===== src/rtl/ex_alu_stage.sv =====
// Execute-stage ALU with the EX/MEM pipeline register (stall, flush, overflow flag).
// Define EX_OVF_TRAP_EN to let signed overflow on ADD/SUB/ADDI suppress the write and raise out_overflow.
module ex_alu_stage #(
  parameter int DATA_W = 32,
  parameter int REG_AW = 5
) (
  input  logic              clk,
  input  logic              reset,
  input  logic              in_valid,
  input  logic [4:0]        in_op,
  input  logic [DATA_W-1:0] in_a,
  input  logic [DATA_W-1:0] in_b,
  input  logic [4:0]        in_shamt,
  input  logic [REG_AW-1:0] in_rd,
  input  logic              in_reg_write,
  input  logic              stall,
  input  logic              flush,
  output logic              out_valid,
  output logic [DATA_W-1:0] out_result,
  output logic              out_zero,
  output logic              out_overflow,
  output logic [REG_AW-1:0] out_rd,
  output logic              out_reg_write
);

  localparam int MSB = DATA_W - 1;

  logic signed [DATA_W-1:0] w_aS;
  logic signed [DATA_W-1:0] w_bS;
  logic [DATA_W-1:0]        w_immZext;
  logic [DATA_W-1:0]        w_result;
  logic                     w_ovfEff;

  logic              r_valid;
  logic [DATA_W-1:0] r_result;
  logic              r_zero;
  logic              r_overflow;
  logic [REG_AW-1:0] r_rd;
  logic              r_regWrite;

  assign w_aS      = in_a;
  assign w_bS      = in_b;
  assign w_immZext = {{(DATA_W-16){1'b0}}, in_b[15:0]};

  always_comb begin
    w_result = '0;
    case (in_op)
      5'd0:                      w_result = in_a & in_b;
      5'd1:                      w_result = in_a | in_b;
      5'd2, 5'd13, 5'd16, 5'd17: w_result = in_a + in_b;
      5'd3:                      w_result = in_a ^ in_b;
      5'd4:                      w_result = in_b << in_shamt;
      5'd5:                      w_result = in_b >> in_shamt;
      5'd6, 5'd14:               w_result = in_a - in_b;
      5'd7, 5'd21:               w_result = {{(DATA_W-1){1'b0}}, (w_aS < w_bS)};
      5'd8:                      w_result = $unsigned(w_bS >>> in_shamt);
      5'd9:                      w_result = in_b >> in_a[4:0];
      5'd10:                     w_result = $unsigned(w_bS >>> in_a[4:0]);
      5'd11:                     w_result = in_b << in_a[4:0];
      5'd12:                     w_result = ~(in_a | in_b);
      5'd15, 5'd22:              w_result = {{(DATA_W-1){1'b0}}, (in_a < in_b)};
      5'd18:                     w_result = in_a & w_immZext;
      5'd19:                     w_result = in_a | w_immZext;
      5'd20:                     w_result = in_a ^ w_immZext;
      5'd23:                     w_result = {in_b[15:0], {(DATA_W-16){1'b0}}};
      default:                   w_result = '0;
    endcase
  end

`ifdef EX_OVF_TRAP_EN
  // Overflow from sign bits: add needs equal operand signs, sub needs differing ones.
  always_comb begin
    w_ovfEff = 1'b0;
    case (in_op)
      5'd2, 5'd16: w_ovfEff = (in_a[MSB] == in_b[MSB]) && (w_result[MSB] != in_a[MSB]);
      5'd6:        w_ovfEff = (in_a[MSB] != in_b[MSB]) && (w_result[MSB] != in_a[MSB]);
      default:     w_ovfEff = 1'b0;
    endcase
  end
`else
  assign w_ovfEff = 1'b0;
`endif

  // Flush outranks stall so a squashed instruction never lingers in a held register.
  always_ff @(posedge clk) begin
    if (reset) begin
      r_valid    <= 1'b0;
      r_result   <= '0;
      r_zero     <= 1'b0;
      r_overflow <= 1'b0;
      r_rd       <= '0;
      r_regWrite <= 1'b0;
    end else if (flush) begin
      r_valid    <= 1'b0;
      r_result   <= '0;
      r_zero     <= 1'b0;
      r_overflow <= 1'b0;
      r_rd       <= '0;
      r_regWrite <= 1'b0;
    end else if (!stall) begin
      r_valid    <= in_valid;
      r_result   <= w_result;
      r_zero     <= (w_result == '0);
      r_overflow <= in_valid & w_ovfEff;
      r_rd       <= in_rd;
      r_regWrite <= in_valid & in_reg_write & ~w_ovfEff;
    end
  end

  assign out_valid     = r_valid;
  assign out_result    = r_result;
  assign out_zero      = r_zero;
  assign out_overflow  = r_overflow;
  assign out_rd        = r_rd;
  assign out_reg_write = r_regWrite;

endmodule


===== config.mk =====
export PLATFORM = sky130hd
export DESIGN_NAME = ex_alu_stage
export DESIGN_NICKNAME = d
export VERILOG_FILES = /design/src/rtl/ex_alu_stage.sv
export SDC_FILE = /design/constraint.sdc
export NUM_CORES = 1
export LEC_CHECK = 0
export BUFFER_PORTS_ARGS = -buffer_cell sky130_fd_sc_hd__buf_2
export CAP_MARGIN = 20
export CELL_PAD_IN_SITES_DETAIL_PLACEMENT = 1
export CELL_PAD_IN_SITES_GLOBAL_PLACEMENT = 2
export CORE_MARGIN = 10
export CORE_UTILIZATION = 38
export CTS_CLUSTER_SIZE = 10
export DETAILED_ROUTE_END_ITERATION = 10
export GPL_TIMING_DRIVEN = 0
export PLACE_DENSITY_LB_ADDON = 0.15
export REMOVE_ABC_BUFFERS = 1
export SYNTH_ARGS = -nofsm -noshare
export SYNTH_HDL_FRONTEND = slang
export SYNTH_SLANG_ARGS = --single-unit

===== constraint.sdc =====
create_clock -name clk -period 8.04 [get_ports clk]
set_input_delay 2.412 -clock clk [delete_from_list [all_inputs] [get_ports clk]]
set_output_delay 2.412 -clock clk [all_outputs]
set_load 0.02 [all_outputs]

After elaboration in Yosys (flattened, before gate mapping)
Index checks and enable logic that the tools add are counted.

word-level totals
  flip-flop bits (word level) = 40
  input bits = 85
  output and inout port bits = 41
  logic and storage cells = 54

cells by class
  add/sub/neg operators = 2
  magnitude comparators = 2
  eq/ne operators = 23
  shift operators = 6
  mux-type cells = 1
  bitwise gates (word level) = 8
  reduce and logical (&&, ||, !) cells = 7

operators by type and width
  operator                                       count
  one-hot mux 32 bit (18 select lines)           1
  < comparator 32 bit                            2
  left shift 32 x 5 -> 32 bit                    2
  right shift 32 x 5 -> 32 bit                   2
  >>> shifter 32 x 5 -> 32 bit                   2
  == test 5 x 4 -> 1 bit, second input constant  8
  == test 5 bit, second input constant           8
  adder 32 bit                                   1
  bitwise AND 32 x 16 -> 32 bit                  1
  bitwise AND 32 bit                             1
  logical NOT 32 bit                             1
  NOT 32 bit                                     1
  bitwise OR 32 x 16 -> 32 bit                   1
  bitwise OR 32 bit                              1
  subtractor 32 bit                              1
  XOR 32 x 16 -> 32 bit                          1
  XOR 32 bit                                     1
  == test 5 x 3 -> 1 bit, second input constant  4
  == test 5 x 2 -> 1 bit, second input constant  2
  OR reduction 2 bit                             4
  == test 5 x 1 -> 1 bit, second input constant  1
  logical NOT 5 bit                              1
  OR reduction 4 bit                             1
  bitwise AND 1 bit                              1

Longest topological paths before layout
Gate-level depths: netlist (run 1).

  depth in word-level cells = 4
  gate-level depth with buffers = 18
  depth with buffers taken out = 16

Worst setup path after synthesis (run 1)
Ideal clock, no wire load.

  kind = input to register
  from = input in_b[17]
  to = register r_zero (netlist: out_zero)
  library setup time = 0.069 ns
  arrival time = 5.606 ns
  data required time = 7.971 ns
  setup slack = 2.365 ns
  cell stages on the path = 15
  path buffers = 2
  cells stage by stage = clkbuf_1 inv_1 ha_1 clkbuf_1 or4_1 or3_1 and4b_1 a21o_1 o21ai_1 xnor2_1 a2111oi_0 o31a_1 nor3b_1 nand4_1 o21ai_1

between the ends
  longest elaborated chain between the ends = 4

ends and longest elaborated chain
  item                                                       line  RTL
  start: declaration                                         12    input logic [DATA_W-1:0] in_b,
  branches (longest 2 deep; another with subtractor 32 bit)  -
  one-hot mux 32 bit (18 select lines) (*)                   47    case (in_op)
  logical NOT 32 bit (*)                                     103   r_zero <= (w_result == '0);
  end signal: assignment                                     103
  end: declaration                                           36    logic r_zero;

Mark *: on every way between the ends.
A chain may end at the register's enable or synchronous reset.

Final worst setup path (run 1)
  from = input in_b[11]
  to = register r_zero (netlist: out_zero)

The elaborated chain is that of the path after synthesis.

==> results.txt, run 1 <==
The startpoint identified for the worst hold timing path is out_result[30]. The logs give 0.383 for the effective utilization at floorplan and 0.753 for the combinational cell fraction of total power. Final weighted congestion in routability-driven placement: 1.16.

On the critical path, the stage with the largest delay is an instance of ha_1. Of all cell types, the one taking the most synthesized area is ha_1. The via total after detailed routing was 21200.

The tools report the required time of the critical path as 8.25 ns. The worst hold path depth was 2; the y dimension of the die was 217 um. CTS placed an instance of clkbuf_16 at the clock tree root. The tools report the clock skew as 0 ns. For the H-tree depth reported by CTS, the log shows 2. The die area was 47000 um^2.

For this design the ratio of total power to cell area is 101 nW/um^2. For this design the static power due to leakage is 6.01 nW. For this design, the sink count on the clock tree is 40.

The overall die width is 217 um. TritonCTS built the clock tree. The source-to-sink clock delay at the later pin of the worst-skew pair is 0.27 ns. The data arrival at the endpoint of the critical path was 8.13 ns; the worst-case headroom to the max-slew limit was 0.150. The number of enable flip-flop cells after synthesis came out at 0.

The routed length per placed instance was 38.2 um. The signal on the critical path passes through buf_2 -> inv_1 -> ha_1 -> or4_1 -> or3_1 -> a31oi_1 -> o31ai_1 -> a41oi_1 -> a221o_1 -> a21oi_1 -> nor4_1 -> nand4_1 -> nor3_1 -> nand4_1 -> o21ai_1. The switching part of the total power came out at 0.590. The internal portion of the total power is 0.659 mW.

For this run, design rule violations remaining after detail routing come to 0. Fraction of the cycle the final worst path needs: 0.985. The area share of the largest cell type after synthesis was 0.0841; the count of buffer and inverter cells on the critical path was 2.

In this run the tool buffered the top-level ports with 124 buffer cells. The endpoint identified for the worst register-to-register timing path is out_result[10]. The area inside the core boundary came out at 38500 um^2. The worst hold path terminates at out_result[30]. For the via count of the first global-routing pass, the log shows 19600. The startpoint identified for the worst register-to-register timing path is out_result[10]. Using the TritonRoute via totals, the vias-per-cell ratio works out to 7.77. By area the synthesized netlist is led by ha_1 (8.4%), a21oi_1 (7.2%), dfxtp_1 (5.4%), nor2_1 (5.1%), o21ai_0 (4.6%). Type of element launching the critical path: an input port. Summing every instance area after synthesis gives 14700 um^2.

Clock period minus final worst setup slack: 7.92 ns. The synthesized design contains 40 register bits. The global-route wire length before repair was 146 mm; the final-layout fill cell count was 5018. The clock passes through at most 2 buffers. The run gives 5 as the clock buffer count from CTS. The flow ran to the end, and the final reports show no timing, DRC or antenna violations. The worst register-to-register path has a setup slack of 7.29 ns.

The class of the tightest hold or removal check is reg -> reg. Counting cells, the worst reg-to-reg path comes to 3. In this design, the stage delay of the slowest critical-path cell is 0.62 ns.

The design draws 1.61 mW. The iteration count of the initial detailed-routing pass is 8, and the total of max-cap violations is 0. Setup violations remaining at the end of the flow were counted as 0. For this run, the top clock speed supported by timing is 126 MHz. Along the worst path, the maximum fanout reaches 13. STA classifies the critical path endpoint as a flip-flop. Number of design-rule violations left by the first detailed-router iteration: 3382. The area growth from synthesis to layout is 7.75%. Post-layout utilization of the core: 0.412. The tools report the total count of max-transition violations in the final report as 0. After clock tree synthesis, the clock-pin slew on the worst setup and hold paths is 0.05 ns. For the pin with the worst max-slew slack, the measured transition is 1.26 ns. The logs give 0.131 for the power share of the sequential group and 126 for the number of primary I/O pins. The cell count after synthesis was 2236; the flip-flop and latch area was 801 um^2. Entering global routing, the biggest net connects 59 pins.

The detail route stage leaves a number of antenna-violating nets equal to 0. By count the netlist is led by a21oi_1 (211), nor2_1 (201), nand2_1 (176). Setup repair after global routing left no endpoint under its margin. Among all flip-flop cells after synthesis, the most frequent one is dfxtp_1. The final layout contains 2395 nets.

Class of the most critical setup path: in -> reg. The logs give 0.115 for the fraction of power consumed by the clock network and 102 for the count of distinct cell types in the synthesized netlist. After synthesis, the mean cell area works out to 6.58 um^2. Adding up every negative setup slack in the final design gives 0 ns. VDD sags by at most 0.0000729 V. Detailed placement finished with a half-perimeter wire length of 79.1 mm.

The tools report the combined global-route utilization of all metal layers as 0.416. The final routed wirelength across all metal layers was 104 mm. The hold violation count in the final report was 0; the total net switching power was 0.947 mW. The most common cell in the netlist is a21oi_1.

The sequential-to-total area share from yosys stat was 0.0544; the async set-reset flop share out of synthesis was 0. The tools report the residual overflow from global routing as 0. The multi-input combinational cells in the finished layout cover a total of 12800 um^2.

The share of cells above drive strength 1 works out to 0.116. In this run the core area contains 72 standard-cell rows. The warning count from the yosys run came out at 0. The number of antenna violations at the first check in global routing came out at 4. The most numerous cell type found on the critical path is nand4_1. Grouping stages by cell kind, the critical path spends the most delay in simple AND/OR/NAND/NOR gates.
==> area by class of cell <==
class	count	share of cell area
Multi-Input combinational cell	1893	0.805
Timing Repair Buffer	167	0.0701
Sequential cell	40	0.0505
Tap cell	518	0.0409
Inverter	102	0.0244
Clock buffer	6	0.00812
Antenna cell	5	0.000789
Clock inverter	1	0.000316
==> worst register-to-register path, cell delays in order (launching register included) <==
cell and delay, ns:
dfxtp_1 0.34, nor2_1 0.05, a41o_1 0.23, nor2_1 0.07
==> metrics by stage <==
step	instances	hold slack, ns	setup slack (ns)	area [um^2]
2_1_floorplan	2035	0.536	-1.43	13800
3_3_place_gp	2677	0.449	-6.50	15100
3_5_place_dp	2713	0.458	-0.502	15600
4_1_cts	2720	0.469	0.201	15800
5_1_grt	2727	0.522	0.0883	15900
6_report	2732	0.468	0.117	15900
==> registers in the layout, summed over array words and instances, names as in the netlist <==
register and cells:
out_result 32, out_zero 1, out_valid 1, out_reg_write 1
out_rd 5
==> worst max path at each step <==
stage               depth (start not counted)  slack [ns]        to      from
floorplan                                  12       -1.43  out_zero  in_op[2]
global placement                           13       -6.50  out_zero  in_op[3]
detailed placement                         13       -0.50  out_zero  in_op[1]
CTS                                        15        0.20  out_zero   in_a[2]
global route                               15        0.09  out_zero   in_a[2]
finish                                     15        0.12  out_zero  in_b[11]
==> kinds of logic (layout without fill, tap and decap cells) <==
group / after synthesis / in the layout / share of synthesized area
muxes: 69 / 69 / 0.0576
buffers and inverters: 303 / 276 / 0.0854
AOI/OAI and AO/OA: 946 / 946 / 0.451
DFF: 40 / 40 / 0.0544
other: 1 / 6 / 0.000255
and+or+nand+nor: 755 / 755 / 0.252
xor gates and xnor gates: 21 / 21 / 0.0125
adders and majority gates: 101 / 101 / 0.0869
==> timing repair <==
action | CTS | global route
hold buffers | 0 | 0
setup buffers | 0 | 0
pin swaps | 0 | 0
resized for setup | 1 | 4
cloned | 0 | 0
endpoints found under the setup margin | 2 | 2
==> placed cells by master (no fill, tap or decap), types with 26 or more instances in the layout <==
cell,instances
ha_1,99
inv_1,99
a21o_1,26
nand2_1,175
nor2_1,198
a221oi_1,32
a211oi_1,69
mux2i_1,51
nand2b_1,27
o221ai_1,39
a22oi_1,32
a21oi_1,211
o211ai_1,84
nor3_1,97
buf_2,127
nand3_1,67
o32ai_1,30
o21ai_0,135
dfxtp_1,40
o22ai_1,44
==> power groups by stage <==
stage	Clock, mW	Sequential [mW]	Combinational (mW)
after floorplan	0	0.225	0.617
after global placement	0	0.215	1.09
after detailed placement	0	0.215	1.12
after CTS	0.188	0.211	1.13
after global routing	0.195	0.212	1.23
final	0.185	0.211	1.21
==> metal layers <==
layer | up-vias | GRT usage | part of all wire
li1 | 8623 | - | -
met1 | 10400 | 0.535 | 0.38
met2 | 1768 | 0.582 | 0.39
met3 | 432 | 0.119 | 0.13
met4 | 2 | 0.298 | 0.090
met5 | - | 0 | 0.00014
(Power assumes the default switching activity.)
==> run 2: changes to the inputs <==
Settings changed: GPL_TIMING_DRIVEN 0 to unset, RECOVER_POWER set to 25.
==> run 2 against run 1 <==
  * Critical path depth down 1
  * Register-to-register slack worse by 0.02 ns
  * Cell area up 2.8%
  * Fmax up 5.1%
  * Combinational power up 6%
  * Wire length up 9.6%
  * Flip-flop and latch count unchanged
  * Sequential share of layout area down 0.14 points
  * Utilization up 1.2 points
  * Highest routed layer unchanged
==> results.txt, run 2 (synthesis results as in run 1) <==
The run finished with clean final reports. The logs give 0 (was 1) for the post-cts gate resize count and 0 (unchanged) for the hold violation count in the final report. The class of the most critical setup path is in -> reg (unchanged). The effective utilization at floorplan was 0.383 (unchanged). The slew at the pin closest to its max-slew limit is 1.27 ns (was 1.26 ns). The number of flip-flops in the largest register came out at 32 (unchanged).

The number of sinks handled by clock tree synthesis was 40 (unchanged); the fraction of power consumed by the clock network was 0.137 (was 0.115). Most common library cell in the layout ignoring fill and taps: a21oi_1 (unchanged). For the final instance area, the log shows 16300 um^2 (was 15900 um^2). The total net switching power was 1.00 mW (was 0.947 mW); the number of standard-cell rows in the floorplan was 72 (unchanged). Area inside the core boundary: 38500 um^2 (unchanged). The iteration count of the initial detailed-routing pass came out at 7 (was 8). Gate family responsible for the most delay along the worst path: simple AND/OR/NAND/NOR gates (unchanged).

The tools report the clock skew as 0 ns (unchanged). Number of routed nets with antenna violations: 0 (unchanged). The met2 usage in global routing is 0.654 (was 0.582), and the via total after detailed routing is 22200 (was 21200). The pre-CTS setup slack was 0.403 ns (was -0.502 ns); the combined global-route utilization of all metal layers was 0.457 (was 0.416). The run gives 0.731 mW (was 0.659 mW) as the cell-internal power. The run gives 0.553 (was 0.535) as the met1 track demand over resource in global routing. The count of cells along the worst register-to-register path was 3 (unchanged). The number of buffers on the longest clock path was 2 (unchanged); the via count of the first global-routing pass was 20800 (was 19600). The final weighted congestion in routability-driven placement came out at 1.19 (was 1.16). Worst hold path depth: 2 (unchanged).

Layer carrying the most global-route usage: met2 (unchanged). The routed length per placed instance was 40.6 um (was 38.2 um); the y dimension of the die was 217 um (unchanged). For the total number of nets in the final design, the log shows 2479 (was 2395). For the final routed wirelength across all metal layers, the log shows 115 mm (was 104 mm). The clock transition at the registers of the reported paths was 0.06 ns (was 0.05 ns); the share of cells above drive strength 1 was 0.137 (was 0.116). The number of design-rule violations left by the first detailed-router iteration is 3654 (was 3382), and the source-to-sink clock delay at the later pin of the worst-skew pair is 0.28 ns (was 0.27 ns). For the leakage power, the log shows 6.29 nW (was 6.01 nW).

The tools report the instance area after placement as 16100 um^2 (was 15600 um^2). The required time of the critical path came out at 8.26 ns (was 8.25 ns). For the highest clock rate, the log shows 133 MHz (was 126 MHz).

Cell at the root of the clock tree: clkbuf_16 (unchanged). The switching part of the total power works out to 0.579 (was 0.590). The type of element launching the critical path was an input port (unchanged).

The largest stage delay on the critical path was 0.80 ns (was 0.62 ns). Cell-by-cell trace of the critical path: buf_2 -> nor2b_2 -> a21boi_2 -> a21oi_1 -> mux4_2 -> and2_1 -> a2111oi_0 -> nand3_1 -> nor4_1 -> nand4_1 -> nor4_1 -> buf_4 -> nand4_1 -> o21ai_1 (was buf_2 -> inv_1 -> ha_1 -> or4_1 -> or3_1 -> a31oi_1 -> o31ai_1 -> a41oi_1 -> a221o_1 -> a21oi_1 -> nor4_1 -> nand4_1 -> nor3_1 -> nand4_1 -> o21ai_1). TritonCTS built the clock tree. The count of buffer and inverter cells on the critical path is 2 (unchanged), and the data arrival at the endpoint of the critical path is 7.76 ns (was 8.13 ns). The logs give 158 mm (was 146 mm) for the global-route wire length before repair and 0.741 (was 0.753) for the combinational cell fraction of total power. The final setup violation count was 0 (unchanged). The number of primary I/O pins was 126 (unchanged). The critical-path cell with the highest stage delay is a2111oi_0 (was ha_1). The total count of max-transition violations in the final report is 0 (unchanged), and the overall die width is 217 um (unchanged).

The met3 usage was 0.171 (was 0.119). Commonest cells after routing, fill and taps aside: a21oi_1 (211), nor2_1 (199), nand2_1 (176), o21ai_0 (135), buf_4 (126) (was a21oi_1 (211), nor2_1 (198), nand2_1 (175), o21ai_0 (135), buf_2 (127)). The number of antenna violations at the first check in global routing is 6 (was 4), and the clock buffer count from CTS is 5 (unchanged). The fraction of the cycle the final worst path needs is 0.937 (was 0.985).

The half-perimeter wire length after placement is 88.9 mm (was 79.1 mm), and the number of vias per cell after detailed routing is 7.86 (was 7.77). The clock period minus final worst setup slack is 7.54 ns (was 7.92 ns). For the count of buffers added by post-CTS timing repair for setup, the log shows 0 (unchanged). The tools report the endpoint of the lowest-slack register-to-register path as out_result[10] (unchanged). Setup slack on the worst flop-to-flop path: 7.27 ns (was 7.29 ns).

The total power per unit cell area was 106 nW/um^2 (was 101 nW/um^2). The run gives 0 (unchanged) as the post-cts hold buffer count. The residual overflow from global routing came out at 0 (unchanged).

The start point of the worst hold path was out_result[30] (unchanged). The power share of the sequential group was 0.122 (was 0.131); the number of design rule violations left after detail routing was 0 (unchanged). The class of the tightest hold or removal check was reg -> reg (unchanged). Pin count of the biggest net entering global routing: 45 (was 59). The least setup slack across all paths after layout was 0.503 ns (was 0.117 ns). The run gives 0 (unchanged) as the total of max-cap violations.

Synthesis-to-finish area growth: 10.8% (was 7.75%). The tools report the capture endpoint of the worst hold path as out_result[30] (unchanged). The maximum resistive drop on vdd was 0.0000736 V (was 0.0000729 V). The count of buffers inserted at the top-level ports was 124 (unchanged); the top fanout value on the critical path was 26 (was 13). The run gives 5035 (was 5018) as the final-layout fill cell count. The beginning of the worst register-to-register path is out_result[10] (unchanged). The H-tree depth reported by CTS came out at 2 (unchanged). Critical path endpoint category: a flip-flop (unchanged).

Setup repair after global routing left no endpoint under its margin. Die area: 47000 um^2 (unchanged). Worst-case headroom to the max-slew limit: 0.130 (was 0.150).
[run 2: changes by cell type in the layout (fill, tap and decap cells not counted), sizes merged]
cell / delta
diode: +3
clkbuf: +20
buf: +69
dlymetal6s2s: -1
bufinv: +1
clkdlybuf4s18: -3
clkinvlp: -1
[run 2: routing by layer]
| metal | share of wire | up-vias |
|---|---|---|
| met3 | 0.15 | 536 |
| met2 | 0.39 | 2074 |
| met5 | 0.00035 | - |
| li1 | - | 8809 |
| met4 | 0.096 | 6 |
| met1 | 0.36 | 10700 |
[run 2: worst min-delay path, stage by stage (launching register included)]
cell     delay (ns)
dfxtp_1        0.31
nand2_1        0.06
a21oi_1        0.05
[run 2: how the worst max path moves through the flow]
stage | start | slack, ns | to | cells after the start
global placement | in_op[0] | 0.30 | out_zero | 14
floorplan | in_op[2] | -1.43 | out_zero | 12
CTS | in_op[0] | 0.69 | out_zero | 14
global route | in_op[0] | 0.42 | out_zero | 14
detailed placement | in_op[0] | 0.40 | out_zero | 14
finish | in_op[0] | 0.50 | out_zero | 14
[run 2: metrics by stage]
stage,total power [mW],setup TNS (ns),instances,hold WS [ns],util
after floorplan,0.842,-6.89,2035,0.536,-
after global placement,1.39,0,2803,0.448,0.419
after detailed placement,1.40,0,2803,0.457,0.419
after CTS,1.65,0,2811,0.465,0.424
after global routing,1.75,0,2812,0.515,0.424
final,1.73,0,2820,0.473,0.424
[run 2: power by group through the flow]
stage	clock, mW	combinational, mW	sequential [mW]
finish	0.238	1.28	0.212
global route	0.248	1.29	0.212
global placement	0	1.17	0.215
CTS	0.240	1.19	0.211
detailed placement	0	1.19	0.215
floorplan	0	0.617	0.225
[run 2: cell type report]
type                       count  area, um^2  area share
multi-input combinational   1893       12700       0.780
timing repair buffer         251        1560      0.0957
sequential                    40         801      0.0491
tap                          518         648      0.0397
inverter                     102         383      0.0235
clock buffer                   7         153     0.00936
clock inverter                 1        30.0     0.00184
antenna                        8        20.0     0.00123
